$ cat config.mk
export PLATFORM = sky130hd
export DESIGN_NAME = uart_cmd_engine_flat
export DESIGN_NICKNAME = d
export VERILOG_FILES = /design/src/rtl/uart_cmd_engine_if.sv /design/src/rtl/uart_cmd_engine.sv /design/src/flat_wrapper.sv
export SDC_FILE = /design/constraint.sdc
export NUM_CORES = 1
export LEC_CHECK = 0
export ABC_AREA = 1
export BUFFER_PORTS_ARGS = -buffer_cell sky130_fd_sc_hd__buf_2
export CAP_MARGIN = 15
export CORE_ASPECT_RATIO = 0.7
export CORE_MARGIN = 2
export CORE_UTILIZATION = 54
export CTS_CLUSTER_DIAMETER = 100
export DETAILED_ROUTE_END_ITERATION = 8
export PLACE_DENSITY = 0.76
export SYNTH_ARGS = -nofsm -noshare
export SYNTH_HDL_FRONTEND = slang
export SYNTH_SLANG_ARGS = --single-unit
$ cat constraint.sdc
create_clock -name clk -period 1.63 [get_ports clk]
set_input_delay 0.2445 -clock clk [delete_from_list [all_inputs] [get_ports clk]]
set_output_delay 0.2445 -clock clk [all_outputs]
set_load 0.005 [all_outputs]
$ cat src/rtl/uart_cmd_engine_if.sv
// uart_cmd_engine_if: bundles the UART byte streams, the register-file
// port and the status pulses of uart_cmd_engine.
//
// Handshake semantics:
//   rx_valid  - one-cycle strobe, no back-pressure; rx_data is valid only
//               in that cycle.
//   tx_valid/tx_ready - a byte moves on every clock edge where both are high;
//               once tx_valid is raised, it and tx_data hold until that edge.
//   reg_we/reg_re - one-cycle strobes; rd_data is valid exactly one cycle
//               after reg_re.
interface uart_cmd_engine_if #(
  parameter int ADDR_W     = 6,
  parameter int DATA_BYTES = 1
);
  localparam int DW = 8 * DATA_BYTES;

  logic              rx_valid;
  logic [7:0]        rx_data;
  logic              reg_we;
  logic              reg_re;
  logic [ADDR_W-1:0] w_addr;
  logic [ADDR_W-1:0] r_addr;
  logic [DW-1:0]     w_data;
  logic [DW-1:0]     rd_data;
  logic              tx_valid;
  logic [7:0]        tx_data;
  logic              tx_ready;
  logic              busy;
  logic              err_timeout;
  logic              err_overrun;
  logic [2:0]        dbg_state;

  // Engine side.
  modport master (
    input  rx_valid, rx_data, rd_data, tx_ready,
    output reg_we, reg_re, w_addr, r_addr, w_data, tx_valid, tx_data,
           busy, err_timeout, err_overrun, dbg_state
  );

  // Environment side: UART rx/tx and register file.
  modport slave (
    output rx_valid, rx_data, rd_data, tx_ready,
    input  reg_we, reg_re, w_addr, r_addr, w_data, tx_valid, tx_data,
           busy, err_timeout, err_overrun, dbg_state
  );
endinterface

$ cat src/rtl/uart_cmd_engine.sv
// uart_cmd_engine: decodes a UART byte stream (CMD, ADDR, data) into burst
// register writes/reads with address auto-increment, streams read words back
// LSB first and aborts stalled frames on an inter-byte timeout.
// Optional feature macro: UART_CMD_ENGINE_ACK_EN adds an ACK state that sends
// 0xA5 after a write burst and 0xEE after a timeout abort.
module uart_cmd_engine #(
  parameter int ADDR_W      = 6,
  parameter int DATA_BYTES  = 1,
  parameter int TIMEOUT_CYC = 100000
) (
  input  logic               clk,
  input  logic               reset,
  uart_cmd_engine_if.master  bus
);
  localparam int DW = 8 * DATA_BYTES;
  localparam int TW = (TIMEOUT_CYC < 2) ? 1 : $clog2(TIMEOUT_CYC + 1);
  localparam logic [TW-1:0] TMO_LAST = TW'((TIMEOUT_CYC > 0) ? TIMEOUT_CYC - 1 : 0);
  localparam logic [1:0]    LAST_B   = 2'(DATA_BYTES - 1);

  typedef enum logic [2:0] {
    S_IDLE, S_ADDR, S_WDATA, S_WRITE, S_RD_ISSUE, S_RD_WAIT, S_RD_SEND
`ifdef UART_CMD_ENGINE_ACK_EN
    , S_ACK
`endif
  } state_t;

`ifdef UART_CMD_ENGINE_ACK_EN
  localparam state_t S_END = S_ACK;
`else
  localparam state_t S_END = S_IDLE;
`endif

  state_t            state, next;
  logic              wr_cmd;      // latched CMD[7]
  logic [3:0]        cnt;         // words remaining after the current one
  logic [ADDR_W-1:0] addr;
  logic [1:0]        bidx;        // byte index within the current word
  logic [DW-1:0]     wbuf;        // write word under assembly
  logic [DW-1:0]     shreg;       // read word being shifted out
  logic [TW-1:0]     tmo;         // cycles since the last received byte
  logic              rx_phase, drop_phase, tmo_hit;
  logic              we_c, re_c, txv_c;
  logic [7:0]        txd_c;
  logic              err_to_q, err_ov_q;
`ifdef UART_CMD_ENGINE_ACK_EN
  logic [7:0]        ack_code;
`endif

  // Bytes are consumed only while a frame is being received.
  assign rx_phase   = (state == S_ADDR) || (state == S_WDATA);
  assign drop_phase = (state != S_IDLE) && !rx_phase;
  // A byte arriving in the final cycle still rescues the frame.
  assign tmo_hit    = (TIMEOUT_CYC != 0) && rx_phase && !bus.rx_valid && (tmo == TMO_LAST);

  assign bus.reg_we      = we_c;
  assign bus.reg_re      = re_c;
  assign bus.w_addr      = addr;
  assign bus.r_addr      = addr;
  assign bus.w_data      = wbuf;
  assign bus.tx_valid    = txv_c;
  assign bus.tx_data     = txd_c;
  assign bus.busy        = (state != S_IDLE);
  assign bus.err_timeout = err_to_q;
  assign bus.err_overrun = err_ov_q;
  assign bus.dbg_state   = state;

  // State register.
  always_ff @(posedge clk) begin
    if (!reset) state <= S_IDLE;
    else        state <= next;
  end

  // Next-state decode and per-state strobes.
  always_comb begin
    next  = state;
    we_c  = 1'b0;
    re_c  = 1'b0;
    txv_c = 1'b0;
    txd_c = 8'h00;
    case (state)
      S_IDLE:     if (bus.rx_valid) next = S_ADDR;
      S_ADDR: begin
        if (tmo_hit)           next = S_END;
        else if (bus.rx_valid) next = wr_cmd ? S_WDATA : S_RD_ISSUE;
      end
      S_WDATA: begin
        if (tmo_hit)                             next = S_END;
        else if (bus.rx_valid && bidx == LAST_B) next = S_WRITE;
      end
      S_WRITE: begin
        we_c = 1'b1;
        next = (cnt != 4'd0) ? S_WDATA : S_END;
      end
      S_RD_ISSUE: begin
        re_c = 1'b1;
        next = S_RD_WAIT;
      end
      S_RD_WAIT:  next = S_RD_SEND;
      S_RD_SEND: begin
        txv_c = 1'b1;
        txd_c = shreg[7:0];
        if (bus.tx_ready && bidx == LAST_B) next = (cnt != 4'd0) ? S_RD_ISSUE : S_IDLE;
      end
`ifdef UART_CMD_ENGINE_ACK_EN
      S_ACK: begin
        txv_c = 1'b1;
        txd_c = ack_code;
        if (bus.tx_ready) next = S_IDLE;
      end
`endif
      default:    next = S_IDLE;
    endcase
  end

  // Frame datapath: command latch, address/word counters, byte assembly,
  // read shifter, idle counter and error pulses.
  always_ff @(posedge clk) begin
    if (!reset) begin
      wr_cmd   <= 1'b0;
      cnt      <= 4'd0;
      addr     <= '0;
      bidx     <= 2'd0;
      wbuf     <= '0;
      shreg    <= '0;
      tmo      <= '0;
      err_to_q <= 1'b0;
      err_ov_q <= 1'b0;
`ifdef UART_CMD_ENGINE_ACK_EN
      ack_code <= 8'h00;
`endif
    end else begin
      err_to_q <= tmo_hit;
      err_ov_q <= bus.rx_valid && drop_phase;
      if (bus.rx_valid || !rx_phase || tmo_hit) tmo <= '0;
      else                                      tmo <= tmo + 1'b1;
      case (state)
        S_IDLE: begin
          if (bus.rx_valid) begin
            wr_cmd <= bus.rx_data[7];
            cnt    <= bus.rx_data[3:0];
          end
        end
        S_ADDR, S_WDATA: begin
          if (tmo_hit) begin
            wbuf <= '0;
`ifdef UART_CMD_ENGINE_ACK_EN
            ack_code <= 8'hEE;
`endif
          end else if (bus.rx_valid) begin
            if (state == S_ADDR) begin
              addr <= bus.rx_data[ADDR_W-1:0];
              bidx <= 2'd0;
            end else begin
              for (int b = 0; b < DATA_BYTES; b++)
                if (bidx == 2'(b)) wbuf[8*b +: 8] <= bus.rx_data;
              bidx <= bidx + 2'd1;
            end
          end
        end
        S_WRITE: begin
          bidx <= 2'd0;
          if (cnt != 4'd0) begin
            addr <= addr + 1'b1;
            cnt  <= cnt - 4'd1;
          end
`ifdef UART_CMD_ENGINE_ACK_EN
          else ack_code <= 8'hA5;
`endif
        end
        S_RD_WAIT: begin
          shreg <= bus.rd_data;
          bidx  <= 2'd0;
        end
        S_RD_SEND: begin
          if (bus.tx_ready) begin
            if (bidx == LAST_B) begin
              if (cnt != 4'd0) begin
                addr <= addr + 1'b1;
                cnt  <= cnt - 4'd1;
              end
            end else begin
              shreg <= shreg >> 8;
              bidx  <= bidx + 2'd1;
            end
          end
        end
        default: ;
      endcase
    end
  end
endmodule

$ cat src/flat_wrapper.sv
// flat-port wrapper written by rule: the top's interface ports become plain ports
module uart_cmd_engine_flat 
#(
  parameter int ADDR_W      = 6,
  parameter int DATA_BYTES  = 1,
  parameter int TIMEOUT_CYC = 100000
)
  (clk, reset, bus_rx_valid, bus_rx_data, bus_rd_data, bus_tx_ready, bus_reg_we, bus_reg_re, bus_w_addr, bus_r_addr, bus_w_data, bus_tx_valid, bus_tx_data, bus_busy, bus_err_timeout, bus_err_overrun, bus_dbg_state);
  uart_cmd_engine_if #(.ADDR_W(ADDR_W), .DATA_BYTES(DATA_BYTES)) bus_i ();
  input  logic clk;
  input  logic reset;
  input wire logic [$bits(bus_i.rx_valid)-1:0] bus_rx_valid;
  input wire logic [$bits(bus_i.rx_data)-1:0] bus_rx_data;
  input wire logic [$bits(bus_i.rd_data)-1:0] bus_rd_data;
  input wire logic [$bits(bus_i.tx_ready)-1:0] bus_tx_ready;
  output wire logic [$bits(bus_i.reg_we)-1:0] bus_reg_we;
  output wire logic [$bits(bus_i.reg_re)-1:0] bus_reg_re;
  output wire logic [$bits(bus_i.w_addr)-1:0] bus_w_addr;
  output wire logic [$bits(bus_i.r_addr)-1:0] bus_r_addr;
  output wire logic [$bits(bus_i.w_data)-1:0] bus_w_data;
  output wire logic [$bits(bus_i.tx_valid)-1:0] bus_tx_valid;
  output wire logic [$bits(bus_i.tx_data)-1:0] bus_tx_data;
  output wire logic [$bits(bus_i.busy)-1:0] bus_busy;
  output wire logic [$bits(bus_i.err_timeout)-1:0] bus_err_timeout;
  output wire logic [$bits(bus_i.err_overrun)-1:0] bus_err_overrun;
  output wire logic [$bits(bus_i.dbg_state)-1:0] bus_dbg_state;
  assign bus_i.rx_valid = bus_rx_valid;
  assign bus_i.rx_data = bus_rx_data;
  assign bus_i.rd_data = bus_rd_data;
  assign bus_i.tx_ready = bus_tx_ready;
  assign bus_reg_we = bus_i.reg_we;
  assign bus_reg_re = bus_i.reg_re;
  assign bus_w_addr = bus_i.w_addr;
  assign bus_r_addr = bus_i.r_addr;
  assign bus_w_data = bus_i.w_data;
  assign bus_tx_valid = bus_i.tx_valid;
  assign bus_tx_data = bus_i.tx_data;
  assign bus_busy = bus_i.busy;
  assign bus_err_timeout = bus_i.err_timeout;
  assign bus_err_overrun = bus_i.err_overrun;
  assign bus_dbg_state = bus_i.dbg_state;
  uart_cmd_engine #(.ADDR_W(ADDR_W), .DATA_BYTES(DATA_BYTES), .TIMEOUT_CYC(TIMEOUT_CYC)) u_core (.clk(clk), .reset(reset), .bus(bus_i));
endmodule
==> results.md, run 1 <==
- The run finished with clean final reports.
- The cell with the most instances after synthesis is sky130_fd_sc_hd__nand2_1.
- The top cell type's share of synthesized area is 0.385.
- The startpoint of the most critical register-to-register path is u_core.bus.dbg_state[2].
- The worst setup path is launched from a flop.
- STA puts the critical path data arrival time at 1320 ps.
- The launching element of the worst setup path is u_core.bus.dbg_state[1].
- The average wire length per cell after detail routing is 11.8 µm.
- The first global-routing pass estimated 10,300 µm of wire.
- The max-cap check violation count is 0.
- The width of the die is 87.8 µm.
- The largest driver fanout on the critical path is 6.
- The power density over the cells is 1500 mW/mm².
- For this run, global-route usage on met2 was measured as 0.341.
- Compared with the post-synthesis result, the final layout area differs by 25.2%.
- The die covers 0.00550 mm².
- The number of nets in the synthesized netlist is 420.
- The clock tree synthesis step divided the H-tree into 2 levels.
- Cell internal power was estimated by the tool at 3.02 mW.
- The worst slack on hold paths is 183 ps.
- Across the routed clock network, the largest skew measured is 10.3 ps.
- The region available for standard cell placement spans 0.00476 mm².
- The final core utilization is 0.699.
- The final route contains 2,626 vias.
- The number of synthesized flops with an enable pin is 0.
- No sink is reached through more buffers than the 2 on the longest clock path.
- The residual antenna-violating net count after detailed routing is 0.
- The final critical path time including I/O delays and setup is 1570 ps.
- The floorplan has 21 rows.
- The class of the tightest hold or removal check is input pin to flop.
- Across the VDD grid, the largest voltage drop is 0.760 mV.
- The number of DRC violations after detailed routing is 0.
- The synthesized area per cell is 6.72 µm².
- The share of power burned in registers is 0.345.
- Of the cells placed in the final design, the portion with a size suffix greater than 1 is 0.260.
- The area used by multi-input combinational logic is 0.00145 mm².
- At the pin with the least slew margin, the transition time is 451 ps.
- The root buffer cell chosen for the clock tree is sky130_fd_sc_hd__clkbuf_8.
- The headroom to the max-slew limit is 0.697.
- The initial antenna violation count was 0.
- The sequential cells in the finished layout cover a total of 0.00103 mm².
- The total of buffers placed on input and output ports is 56.
- Counting the fill cells in the layout gives 411.
- The leading area contributor after synthesis is sky130_fd_sc_hd__dfxtp_1.
- The via count of the first global-routing pass is 2,260.
- The main flop type after synthesis is sky130_fd_sc_hd__dfxtp_1.
- The final critical-path share of the clock period is 0.962.
- Summed over all layers, the global routing overflow is 0.
- The post-DP HPWL is 4600 µm.
- Of the synthesized area, sequential elements account for 0.385.
- The final layout contains 486 nets.
- In the global route stage, overall resource usage came out at 0.234.
- The met1 layer usage reported by global route is 0.345.
- The final-report hold violation count came to 0.
- After synthesis the netlist holds a flip-flop and latch count of 51.
- By count the netlist is led by sky130_fd_sc_hd__nand2_1 (86), sky130_fd_sc_hd__nor2_1 (71), sky130_fd_sc_hd__dfxtp_1 (51), sky130_fd_sc_hd__inv_1 (48), sky130_fd_sc_hd__a21oi_1 (28).
- Entering global routing, the biggest net connects 18 pins.
- The maximum clock frequency is 0.638 GHz.
- The met3 global-route usage is 0.0515.
- The congestion estimate from routability-driven global placement came to 0.844.
- The cell leakage power is 1.46 nW.
- The summed negative setup slack over all endpoints is 0 ps.
- The count of final max-slew check failures came to 0.
- The number of primary I/O pins is 57.
- The number of detailed-route iterations in the first pass is 4.
- The number of hold-repair buffers added at the cts stage is 0.
- The total detailed-routing wirelength is 6290 µm.
- The CTS buffer count is 5.
- Counting distinct cell types in the post-synthesis netlist gives 30.
- For this configuration, the core starts out at a cell density of 0.558.
- For this run, the number of Yosys warnings is 0.
- In this run the most critical hold path is launched from bus_rx_data[6].
- Ranked by total cell area, the synthesized netlist is headed by sky130_fd_sc_hd__dfxtp_1 (38%), sky130_fd_sc_hd__nand2_1 (12%), sky130_fd_sc_hd__nor2_1 (10%), sky130_fd_sc_hd__inv_1 (6.8%), sky130_fd_sc_hd__a21oi_1 (5.3%).
- The critical path is of the flop to primary output type.
- Of the total power, the share spent switching nets is 0.394.
- Setup repair after global routing could not meet its margin everywhere.
- For this block, the initial DRC count from the detailed router was 118.
- The later-pin clock latency in the skew report is 310 ps.
- Using the TritonRoute via totals, the vias-per-cell ratio works out to 4.95.
- The gate count of the mapped netlist is 395.
- Setup violations remaining at the end of the flow were counted as 0.
- The layer with the highest usage after global routing is met1.
- The worst setup path is captured at a primary output.
- The cell area after synthesis is 0.00265 mm².
- For this run, asynchronously set or reset flops after synthesis account for 0.
- The total inserted antenna cells is 0.
- TritonCTS built the clock tree.
- The reported net switching power is 1.96 mW.
- The clock network fraction of design power is 0.206.
- Clock-pin slew was measured on the worst setup and hold paths at 90 ps.
- In this run the vertical extent of the chip is 62.6 µm.
- The tree built by TritonCTS fans out to 51 sinks.
- STA puts the critical path data required time at 1390 ps.
- The share of total power in combinational logic is 0.449.
==> registers in the layout (all words and copies together) (netlist names) <==
register,cells
u_core.tmo,17
u_core.bus.w_data,8
u_core.shreg,8
u_core.bus.r_addr,6
u_core.cnt,4
u_core.bus.dbg_state,3
u_core.bidx,2
u_core.bus.err_overrun,1
u_core.bus.err_timeout,1
u_core.wr_cmd,1
==> placed cells by master (no fill, tap or decap), types with 2 or more instances in the layout <==
master,instances
sky130_fd_sc_hd__a21oi_1,28
sky130_fd_sc_hd__buf_12,2
sky130_fd_sc_hd__buf_2,56
sky130_fd_sc_hd__buf_4,13
sky130_fd_sc_hd__bufinv_16,2
sky130_fd_sc_hd__clkbuf_8,5
sky130_fd_sc_hd__dfxtp_1,47
sky130_fd_sc_hd__dfxtp_4,3
sky130_fd_sc_hd__ha_1,4
sky130_fd_sc_hd__inv_1,47
sky130_fd_sc_hd__inv_2,6
sky130_fd_sc_hd__nand2_1,82
sky130_fd_sc_hd__nand2_2,5
sky130_fd_sc_hd__nand3_1,16
sky130_fd_sc_hd__nand3_2,8
sky130_fd_sc_hd__nand4_1,4
sky130_fd_sc_hd__nor2_1,65
sky130_fd_sc_hd__nor2_2,7
sky130_fd_sc_hd__nor2_4,3
sky130_fd_sc_hd__nor3_1,9
sky130_fd_sc_hd__nor3b_2,2
sky130_fd_sc_hd__nor4_1,2
sky130_fd_sc_hd__o21a_1,4
sky130_fd_sc_hd__o21ai_0,21
sky130_fd_sc_hd__o21ai_1,2
sky130_fd_sc_hd__xnor2_1,2
sky130_fd_sc_hd__xor2_1,5
==> worst paths after layout <==
check	end	slack [ps]	cells after the start
max	bus_busy	60	5
min	u_core.bus.w_data[6]	180	3
max reg2reg	u_core.bus.r_addr[0]	90	11
min reg2reg	u_core.tmo[0]	450	1
==> through the flow <==
stage                     total power [mW]  cells  cell area (µm²)  setup WS, ps
after floorplan                       3.09    395             2650           152
after global placement                3.68    521             3050          7.53
after detailed placement              3.72    521             3050         -51.7
after CTS                             4.77    530             3210          4.55
after global routing                  5.35    531             3320         -41.9
final                                 4.99    531             3320          62.5
==> final cells by class <==
| cell class | count | area share |
|---|---|---|
| inverters | 53 | 0.0599 |
| repair buffers | 71 | 0.126 |
| multi-input cells | 279 | 0.437 |
| well taps | 69 | 0.0260 |
| clock inverters | 2 | 0.0181 |
| clock buffers | 6 | 0.0218 |
| flip-flops and latches | 51 | 0.311 |
==> power groups by stage <==
stage | Sequential, mW | Clock [mW] | Combinational, mW
floorplan | 1.69 | 0 | 1.40
global placement | 1.70 | 0 | 1.98
detailed placement | 1.71 | 0 | 2.01
CTS | 1.69 | 1.04 | 2.04
global route | 1.76 | 1.09 | 2.50
finish | 1.72 | 1.03 | 2.24
==> per-layer routing <==
layer | up-vias | wire, µm
met2 | 86 | 2660
met5 | - | 0
met4 | 0 | 53
met3 | 8 | 430
met1 | 1154 | 3150
li1 | 1378 | -
==> logic make-up (layout without fill, tap and decap cells) <==
kind of cell | Yosys count | count (layout) | share of synthesized area
AO/OA/AOI/OAI | 59 | 59 | 0.118
adder cells (fa/ha/maj) | 5 | 5 | 0.0236
flip-flops | 51 | 51 | 0.385
AND/OR/NAND/NOR | 208 | 208 | 0.347
buffers and inverters | 65 | 132 | 0.104
XOR/XNOR | 7 | 7 | 0.0231
==> critical path: stages, from the launching register on <==
cell and delay, ps:
sky130_fd_sc_hd__dfxtp_4 380, sky130_fd_sc_hd__inv_1 140, sky130_fd_sc_hd__nand2_1 170, sky130_fd_sc_hd__nor2_4 160
sky130_fd_sc_hd__inv_1 60, sky130_fd_sc_hd__buf_2 120
==> timing repair <==
action                                  in CTS  in global routing
endpoints found under the setup margin      21                 35
cloned                                       0                  0
setup buffers                                1                  1
pin swaps                                    1                  5
gates resized for setup                      5                 25
No activity file was read; power rests on OpenSTA's default activity.
==> inputs of run 2 (changes only) <==
--- a/config.mk
+++ b/config.mk
@@ -10,10 +10,10 @@
 export CAP_MARGIN = 15
 export CORE_ASPECT_RATIO = 0.7
 export CORE_MARGIN = 2
-export CORE_UTILIZATION = 54
+export CORE_UTILIZATION = 40
 export CTS_CLUSTER_DIAMETER = 100
 export DETAILED_ROUTE_END_ITERATION = 8
-export PLACE_DENSITY = 0.76
+export PLACE_DENSITY = 0.59
 export SYNTH_ARGS = -nofsm -noshare
 export SYNTH_HDL_FRONTEND = slang
 export SYNTH_SLANG_ARGS = --single-unit
==> run 2 against run 1 <==
Compared with the run above: highest routed layer unchanged; core utilization shrank 16 points; sequential power barely moved; largest power group unchanged; critical path type is now flop to flop; critical path depth increased by 4.
==> results.md, run 2 (same netlist as run 1, synthesis figures left out) <==
- The run finished with clean final reports.
- The number of placement rows is 24 (+14%).
- More flip-flops sit in one register than any other, and that register is u_core.tmo.
- The floorplan die height came to 72.1 µm (+15%).
- The library cell used most frequently in the layout, excluding fill and tap cells, is sky130_fd_sc_hd__nand2_1.
- The summed negative setup slack over all endpoints is 0 ps (unchanged).
- The largest buffer count on any clock path is 2 (unchanged).
- The number of hold-repair buffers added at the cts stage is 0 (unchanged).
- The core area was 0.00631 mm² (+33%).
- The average wire length per cell after detail routing came to 11.9 µm (+0.70%).
- The residual antenna-violating net count after detailed routing is 0 (unchanged).
- The critical path class is flop to flop.
- The CTS tree is yes.
- The initial antenna violation count is 0 (unchanged).
- The worst min-delay path startpoint is bus_rx_data[6].
- The storage element area is 0.00103 mm² (-0.12%).
- The placed cell area is 0.00309 mm² (+1.1%).
- The area used by multi-input combinational logic is 0.00147 mm² (+1.3%).
- The final count of negative-setup-slack endpoints came to 0 (unchanged).
- The later-pin clock latency in the skew report is 310 ps (about the same).
- The pre-CTS worst setup slack came to -63.4 ps (-11.7 ps).
- The clock skew after layout came to 9.99 ps (-0.316 ps).
- The worst setup path is launched from a flop.
- The post-DP HPWL was 4910 µm (+6.7%).
- Setup repair after global routing could not meet its margin everywhere.
- The total inserted antenna cells is 0 (unchanged).
- The area of the die came to 0.00731 mm² (+33%).
- The largest voltage drop on the vdd net is 0.623 mV (-18%).
- The initial standard-cell utilization of the core came to 0.421 (-0.137).
- The number of detailed-route iterations in the first pass came to 5 (+1).
- The H-tree depth is 2 (unchanged).
- The largest driver fanout on the critical path came to 5 (-1).
- The weighted congestion at the end of routability-driven global placement was 0.807 (-4.3%).
- The area growth from synthesis to layout is 26.9%.
- The count of cells along the worst register-to-register path is 9 (-2).
- The CTS sink count was 51 (unchanged).
- Leaving out fill and tap cells, the most frequent cells in the layout are sky130_fd_sc_hd__nand2_1 (82), sky130_fd_sc_hd__nor2_1 (61), sky130_fd_sc_hd__buf_2 (56), sky130_fd_sc_hd__dfxtp_1 (46), sky130_fd_sc_hd__inv_1 (45).
- The max-cap check violation count is 0 (unchanged).
- CTS placed an instance of sky130_fd_sc_hd__clkbuf_8 at the clock tree root.
- The cell depth of the worst hold path was 3 (unchanged).
- STA classifies the critical path endpoint as a flop.
- The worst slack on hold paths came to 177 ps (-6.51 ps).
- The arrival time at the worst endpoint is 1740 ps (+420 ps).
- The final design instance area without fill is 0.00337 mm² (+1.4%).
- The final critical path time including I/O delays and setup is 1530 ps (-40.5 ps).
- The overall global routing resource usage is 0.180 (-0.0532).
- The startpoint of the most critical register-to-register path is u_core.tmo[0].
- The power density over the cells is 1460 mW/mm² (-3.1%).
- The CTS buffer count is 5 (unchanged).
- The slew at the pin with the worst max-slew slack is 399 ps (-52.0 ps).
- The final critical-path share of the clock period was 0.937 (-0.0248).
- The leftover overflow at the end of global routing is 0 (unchanged).
- The via count of the first global-routing pass is 2,302 (+1.9%).
- In this run the worst hold path is classified as input pin to flop.
- The final-report hold violation count is 0 (unchanged).
- The number of vias per cell after detailed routing came to 4.83 (-2.4%).
- The largest net degree at the start of global routing came to 18 (unchanged).
- The maximum clock frequency is 0.655 GHz (+2.7%).
- The terminating pin of the worst hold path is u_core.bus.w_data[6].
- The register-to-register setup slack came to 100 ps (about the same).
- The final-layout fill cell count came to 630 (+53%).
- The share of cells above drive strength 1 is 0.286 (+0.0263).
- The count of final max-slew check failures was 0 (unchanged).
- The violation count after the first detailed-routing iteration is 122 (+3.4%).
- The wire length of the first global-routing pass is 10,600 µm (+3.4%).
- The cell leakage power was 1.46 nW (-0.24%).
- The number of primary I/O pins is 57 (unchanged).
- The required time reported for the critical path endpoint is 1840 ps (+450 ps).
- The number of nets in the layout came to 489 (+0.62%).
- The final worst-path setup slack is 103 ps (+40.5 ps).
- The endpoint of the most critical register-to-register path is u_core.tmo[12].
- The via count is 2,620 (-0.23%).
- The width of the die is 101 µm (+15%).
- The headroom to the max-slew limit was 0.734 (+0.0371).
- The total of buffers placed on input and output ports is 56 (unchanged).
- The clock input transition at the sequential cells of the worst setup and hold paths is 100 ps (about the same).
- The number of flip-flops in the largest register is 17 (unchanged).
- The total detailed-routing wirelength is 6480 µm (+3.0%).
- The number of DRC violations after detailed routing came to 0 (unchanged).
-- run 2: cell count changes in the layout (fill, tap and decap cells not counted), sizes merged --
cell	before	now
buf	71	74
bufinv	2	1
inv	53	54
-- run 2: how the worst max path moves through the flow --
stage / depth (start not counted) / start / endpoint
detailed placement: 8 / u_core.bus.dbg_state[1] / u_core.cnt[0]
global placement: 8 / u_core.bus.dbg_state[1] / u_core.cnt[2]
CTS: 5 / u_core.bus.dbg_state[0] / bus_tx_data[0]
floorplan: 10 / u_core.tmo[0] / u_core.bus.dbg_state[1]
global route: 8 / u_core.bus.dbg_state[2] / u_core.cnt[2]
finish: 9 / u_core.tmo[0] / u_core.tmo[12]
-- run 2: cell type report --
class | count | area share
inverters | 53 | 0.0606
multi-input cells | 279 | 0.437
flip-flops and latches | 51 | 0.307
clock buffers | 6 | 0.0245
clock inverters | 2 | 0.0115
repair buffers | 74 | 0.131
well taps | 78 | 0.0290
-- run 2: where the power goes --
part           internal, mW  switching (mW)  total [mW]  leakage (nW)
Combinational         0.879            1.31        2.19         0.982
Clock                 0.506           0.457       0.963        0.0618
Sequential             1.49           0.255        1.75         0.417
Total                  2.88            2.02        4.90          1.46
-- run 2: routing by layer --
layer | part of all wire | routed length, µm | up-vias | GRT usage
li1 | - | - | 1392 | -
met2 | 0.41 | 2640 | 71 | 0.258
met1 | 0.52 | 3360 | 1147 | 0.275
met3 | 0.062 | 399 | 10 | 0.0405
met4 | 0.012 | 78 | 0 | 0.0420
met5 | 0 | 0 | - | 0
-- run 2: through the flow --
stage | power, mW | util | instances
2_1_floorplan | 3.09 | - | 395
3_3_place_gp | 3.66 | 0.489 | 533
3_5_place_dp | 3.66 | 0.489 | 533
4_1_cts | 4.64 | 0.510 | 541
5_1_grt | 5.32 | 0.534 | 543
6_report | 4.90 | 0.534 | 543
-- run 2: timing repair --
action | in CTS | in global routing
gates resized for setup | 3 | 38
setup buffers | 0 | 2
pin swaps | 0 | 3
hold endpoints to repair | 0 | 0
setup endpoints to repair | 21 | 41
-- run 2: critical path, cell delays in order (launching register included) --
cell and delay (ps):
sky130_fd_sc_hd__dfxtp_2 370, sky130_fd_sc_hd__ha_4 140, sky130_fd_sc_hd__nand2_2 70, sky130_fd_sc_hd__nor2_4 160, sky130_fd_sc_hd__buf_4 130, sky130_fd_sc_hd__buf_4 100, sky130_fd_sc_hd__nand2_2 60, sky130_fd_sc_hd__nor4_2 190
sky130_fd_sc_hd__a21oi_1 100, sky130_fd_sc_hd__o21a_1 110
==> inputs of run 3 (changes only) <==
--- a/config.mk
+++ b/config.mk
@@ -5,15 +5,16 @@
 export SDC_FILE = /design/constraint.sdc
 export NUM_CORES = 1
 export LEC_CHECK = 0
-export ABC_AREA = 1
 export BUFFER_PORTS_ARGS = -buffer_cell sky130_fd_sc_hd__buf_2
 export CAP_MARGIN = 15
+export CELL_PAD_IN_SITES_DETAIL_PLACEMENT = 1
+export CELL_PAD_IN_SITES_GLOBAL_PLACEMENT = 1
 export CORE_ASPECT_RATIO = 0.7
 export CORE_MARGIN = 2
 export CORE_UTILIZATION = 40
-export CTS_CLUSTER_DIAMETER = 100
+export CTS_CLUSTER_DIAMETER = 150
 export DETAILED_ROUTE_END_ITERATION = 8
-export PLACE_DENSITY = 0.59
+export PLACE_DENSITY = 0.76
 export SYNTH_ARGS = -nofsm -noshare
 export SYNTH_HDL_FRONTEND = slang
 export SYNTH_SLANG_ARGS = --single-unit
==> run 3 against run 2 <==
Compared with the run above: the run now ends with setup timing left; synthesized cell count is 25% lower; cell area increased by 9.0%; maximum frequency down 11%; register-to-register slack lost 190 ps; area after synthesis down 2.5%; core utilization rose by 5.4 points; global-route usage rose by 7.1 points; die area decreased by 2.3%; sequential share of layout area is 2.3 points lower; non-clock buffer count increased by 43; total power is 1.9% lower.
==> results.md, run 3 <==
- The maximum clock frequency came to 0.582 GHz (-11%).
- The largest voltage drop on the vdd net is 0.703 mV (+13%).
- After synthesis, the cell types taking the most area are sky130_fd_sc_hd__dfxtp_1 (39%), sky130_fd_sc_hd__nor2_1 (5.1%), sky130_fd_sc_hd__nand2_1 (4.1%), sky130_fd_sc_hd__xor2_1 (4.1%), sky130_fd_sc_hd__a21oi_1 (2.9%).
- The reported net switching power is 1.86 mW (-7.9%).
- The wire length of the first global-routing pass is 14,000 µm (+32%).
- The average wire length per cell after detail routing is 18.5 µm (+55%).
- The yosys synthesis warning count is 0 (unchanged).
- The final critical path time including I/O delays and setup was 1720 ps (+192 ps).
- The floorplan die height was 71.3 µm (-1.2%).
- The area used by multi-input combinational logic is 0.00161 mm² (+9.4%).
- The number of detailed-route iterations in the first pass was 4 (-1).
- The residual antenna-violating net count after detailed routing was 0 (unchanged).
- The simple-gate portion of the synthesized area came to 0.270 (-0.0769).
- Leaving out fill and tap cells, the most frequent cell in the layout is sky130_fd_sc_hd__buf_2.
- The startpoint of the most critical register-to-register path is u_core.cnt[1].
- The leftover overflow at the end of global routing was 0 (unchanged).
- The cell depth of the worst hold path is 2 (-1).
- The xor and xnor area share after synthesis was 0.0542 (+0.0310).
- The number of distinct library cell variants in the gate-level netlist after synthesis came to 60 (+100%).
- The endpoint of the most critical register-to-register path is u_core.bus.r_addr[0].
- The slew at the pin with the worst max-slew slack came to 391 ps (-7.30 ps).
- For hold timing, the worst endpoint is u_core.bus.w_data[6].
- The number of primary I/O pins is 57 (unchanged).
- The internal power contribution is 2.94 mW (+2.3%).
- The final count of negative-setup-slack endpoints is 11 (+11).
- The initial antenna violation count is 0 (unchanged).
- The synthesized area per cell is 8.71 µm² (+30%).
- The clock root buffer is sky130_fd_sc_hd__clkbuf_8.
- The critical path class is flop to flop.
- The count of cells along the worst register-to-register path is 7 (-2).
- The via count is 2,654 (+1.3%).
- The violation count after the first detailed-routing iteration is 199 (+63%).
- The clock network fraction of design power is 0.170 (-0.027).
- The overall global routing resource usage is 0.252 (+0.0713).
- The final-layout fill cell count is 735 (+17%).
- The final reports fail on setup timing.
- The number of placement rows was 24 (unchanged).
- The CTS sink count was 51 (unchanged).
- The share of cells above drive strength 1 came to 0.467 (+0.180).
- Setup repair after global routing could not meet its margin everywhere.
- The core area is 0.00625 mm² (-0.95%).
- The post-synthesis async set-or-reset flop share is 0 (unchanged).
- The top cell type's share of synthesized area is 0.395 (+0.00968).
- The register-to-register setup slack is -90 ps (-190 ps).
- The clock skew after layout is 10.2 ps (+0.208 ps).
- The H-tree depth is 2 (unchanged).
- The final worst-path setup slack is -89.4 ps (-192 ps).
- The main flop type after synthesis is sky130_fd_sc_hd__dfxtp_1.
- The number of vias per cell after detailed routing is 5.52 (+14%).
- The run finished, with violations left.
- The required time reported for the critical path endpoint is 1830 ps (about the same).
- The worst slack on hold paths is 153 ps (-23.6 ps).
- The compound-cell area share of the yosys netlist is 0.191 (+0.0731).
- The weighted congestion at the end of routability-driven global placement came to 0.866 (+7.2%).
- The share of power burned in registers is 0.342 (-0.015).
- Yosys instantiated no cell more often than sky130_fd_sc_hd__dfxtp_1.
- Counting instances in the post-synthesis netlist gives the leading cell types as sky130_fd_sc_hd__dfxtp_1 (51), sky130_fd_sc_hd__nor2_1 (35), sky130_fd_sc_hd__nand2_1 (28), sky130_fd_sc_hd__a21oi_1 (15), sky130_fd_sc_hd__nand3_1 (13).
- The largest driver fanout on the critical path is 5 (unchanged).
- The largest buffer count on any clock path is 2 (unchanged).
- The final design instance area without fill came to 0.00367 mm² (+9.0%).
- The sequential-to-total area share from yosys stat came to 0.395 (+0.00968).
- The CTS buffer count is 5 (unchanged).
- The mux contribution to synthesized area is 0.00387 (+0.00387).
- The worst setup path is launched from a flop.
- The later-pin clock latency in the skew report is 310 ps (about the same).
- The number of synthesized flops with an enable pin was 0 (unchanged).
- The leading area contributor after synthesis is sky130_fd_sc_hd__dfxtp_1.
- The placed cell area is 0.00327 mm² (+6.0%).
- TritonCTS built the clock tree.
- The total detailed-routing wirelength is 8880 µm (+37%).
- The width of the die was 100 µm (-1.2%).
- The largest net degree at the start of global routing is 19 (+1).
- The gate count of the mapped netlist came to 297 (-25%).
- The share of total power in combinational logic is 0.487 (+0.040).
- The synthesized netlist net count is 322 (-23%).
- The final critical-path share of the clock period is 1.05 (+0.118).
- The switching part of the total power is 0.388 (-0.0251).
- The max-cap check violation count is 0 (unchanged).
- The cell leakage power was 1.61 nW (+10%).
- The number of hold-repair buffers added at the cts stage is 0 (unchanged).
- The total of flip-flops plus latches after synthesis came to 51 (unchanged).
- The number of nets in the layout is 427 (-13%).
- The count of final max-slew check failures is 0 (unchanged).
- The area of the die was 0.00714 mm² (-2.3%).
- The area growth from synthesis to layout is 41.9%.
- The headroom to the max-slew limit is 0.738 (+0.00374).
- The number of DRC violations after detailed routing is 0 (unchanged).
- The post-synthesis adder-cell area fraction is 0.0242 (+0.000593).
- The initial standard-cell utilization of the core came to 0.414 (-0.00637).
- The worst min-delay path startpoint is bus_rx_data[6].
- More flip-flops sit in one register than any other, and that register is u_core.tmo.
- Leaving out fill and tap cells, the most frequent cells in the layout are sky130_fd_sc_hd__buf_2 (56), sky130_fd_sc_hd__buf_4 (54), sky130_fd_sc_hd__dfxtp_1 (40), sky130_fd_sc_hd__nor2_1 (34), sky130_fd_sc_hd__nand2_1 (27).
- The via count of the first global-routing pass is 2,654 (+15%).
- The storage element area is 0.00104 mm² (+0.97%).
- The clock input transition at the sequential cells of the worst setup and hold paths is 90 ps (about the same).
- The cell area after synthesis is 0.00259 mm² (-2.5%).
- The final-report hold violation count is 0 (unchanged).
- The element type at the critical path end is a flop.
- The number of flip-flops in the largest register came to 17 (unchanged).
- The combinational family with the most area after synthesis is simple AND/OR/NAND/NOR gates.
- The post-DP HPWL is 5920 µm (+21%).
- The total inserted antenna cells came to 0 (unchanged).
- The total of buffers placed on input and output ports is 56 (unchanged).
- The class of the tightest hold or removal check is input pin to flop.
- The arrival time at the worst endpoint was 1920 ps (+180 ps).
- The power density over the cells is 1310 mW/mm² (-10%).
run 3: changes by cell type after synthesis, moves of 7 or more:
cell / delta
sky130_fd_sc_hd__o21ai_0: -16
sky130_fd_sc_hd__xor2_1: +7
sky130_fd_sc_hd__a22o_1: +8
sky130_fd_sc_hd__and2_1: +8
sky130_fd_sc_hd__a21oi_1: -13
sky130_fd_sc_hd__nand2_1: -58
sky130_fd_sc_hd__a22oi_1: +8
sky130_fd_sc_hd__inv_1: -37
sky130_fd_sc_hd__nor2_1: -36
run 3: cells by family (layout without fill, tap and decap cells):
logic type               count (synthesis)  in the layout
AND/OR/NAND/NOR                        126            126
AO/OA/AOI/OAI                           68             68
flip-flops                              51             51
buffers and inverters                   30            136
XOR/XNOR                                16             16
adder cells (fa/ha/maj)                  5              5
multiplexers                             1              1
run 3: routing by layer:
metal	wire length, µm	GRT usage
met1	3920	0.345
met2	4270	0.407
met3	607	0.0546
met4	78	0.0639
met5	0	0
run 3: worst max-delay path, stage by stage (launching register included):
cell,delay [ps]
sky130_fd_sc_hd__dfxtp_2,330
sky130_fd_sc_hd__inv_2,80
sky130_fd_sc_hd__ha_4,140
sky130_fd_sc_hd__or3b_4,410
sky130_fd_sc_hd__mux2i_4,180
sky130_fd_sc_hd__o21a_2,250
sky130_fd_sc_hd__nor2_1,70
sky130_fd_sc_hd__o21a_1,160
run 3: worst max-delay path by stage:
stage                                 start                   end  slack, ps  depth (start not counted)
floorplan                     u_core.cnt[0]         u_core.cnt[2]          1                          7
global placement    u_core.bus.dbg_state[1]        u_core.bidx[1]        -60                          5
detailed placement  u_core.bus.dbg_state[1]        u_core.bidx[1]       -160                          5
CTS                           u_core.cnt[1]  u_core.bus.r_addr[0]        -70                          8
global route                  u_core.cnt[1]  u_core.bus.r_addr[0]       -150                          8
finish                        u_core.cnt[1]  u_core.bus.r_addr[0]        -90                          7
run 3: area by class of cell:
type,count,area share
multi-input cells,216,0.439
repair buffers,117,0.211
inverters,11,0.0119
well taps,78,0.0266
clock inverters,1,0.00204
flip-flops and latches,51,0.284
clock buffers,7,0.0262
run 3: through the flow:
stage / total power [mW] / worst slack (ps) / TNS, ps / cells / util
after floorplan: 2.73 / 1.06 / 0 / 297 / -
after global placement: 3.42 / -60.9 / -600 / 463 / 0.524
after detailed placement: 3.52 / -160 / -2000 / 463 / 0.524
after CTS: 4.61 / -67.0 / -228 / 477 / 0.569
after global routing: 5.09 / -152 / -1620 / 481 / 0.588
final: 4.81 / -89.4 / -583 / 481 / 0.588
run 3: timing repair:
| item | CTS | global route |
|---|---|---|
| gates cloned | 0 | 1 |
| pin swaps | 10 | 10 |
| resized for setup | 32 | 31 |
| endpoints found under the setup margin | 34 | 33 |
| setup buffers | 6 | 3 |
run 3: power by group through the flow:
stage	Sequential (mW)	Combinational, mW	Clock, mW
after floorplan	1.57	1.16	0
after global placement	1.61	1.81	0
after detailed placement	1.62	1.90	0
after CTS	1.61	2.15	0.846
after global routing	1.67	2.52	0.897
final	1.65	2.34	0.818
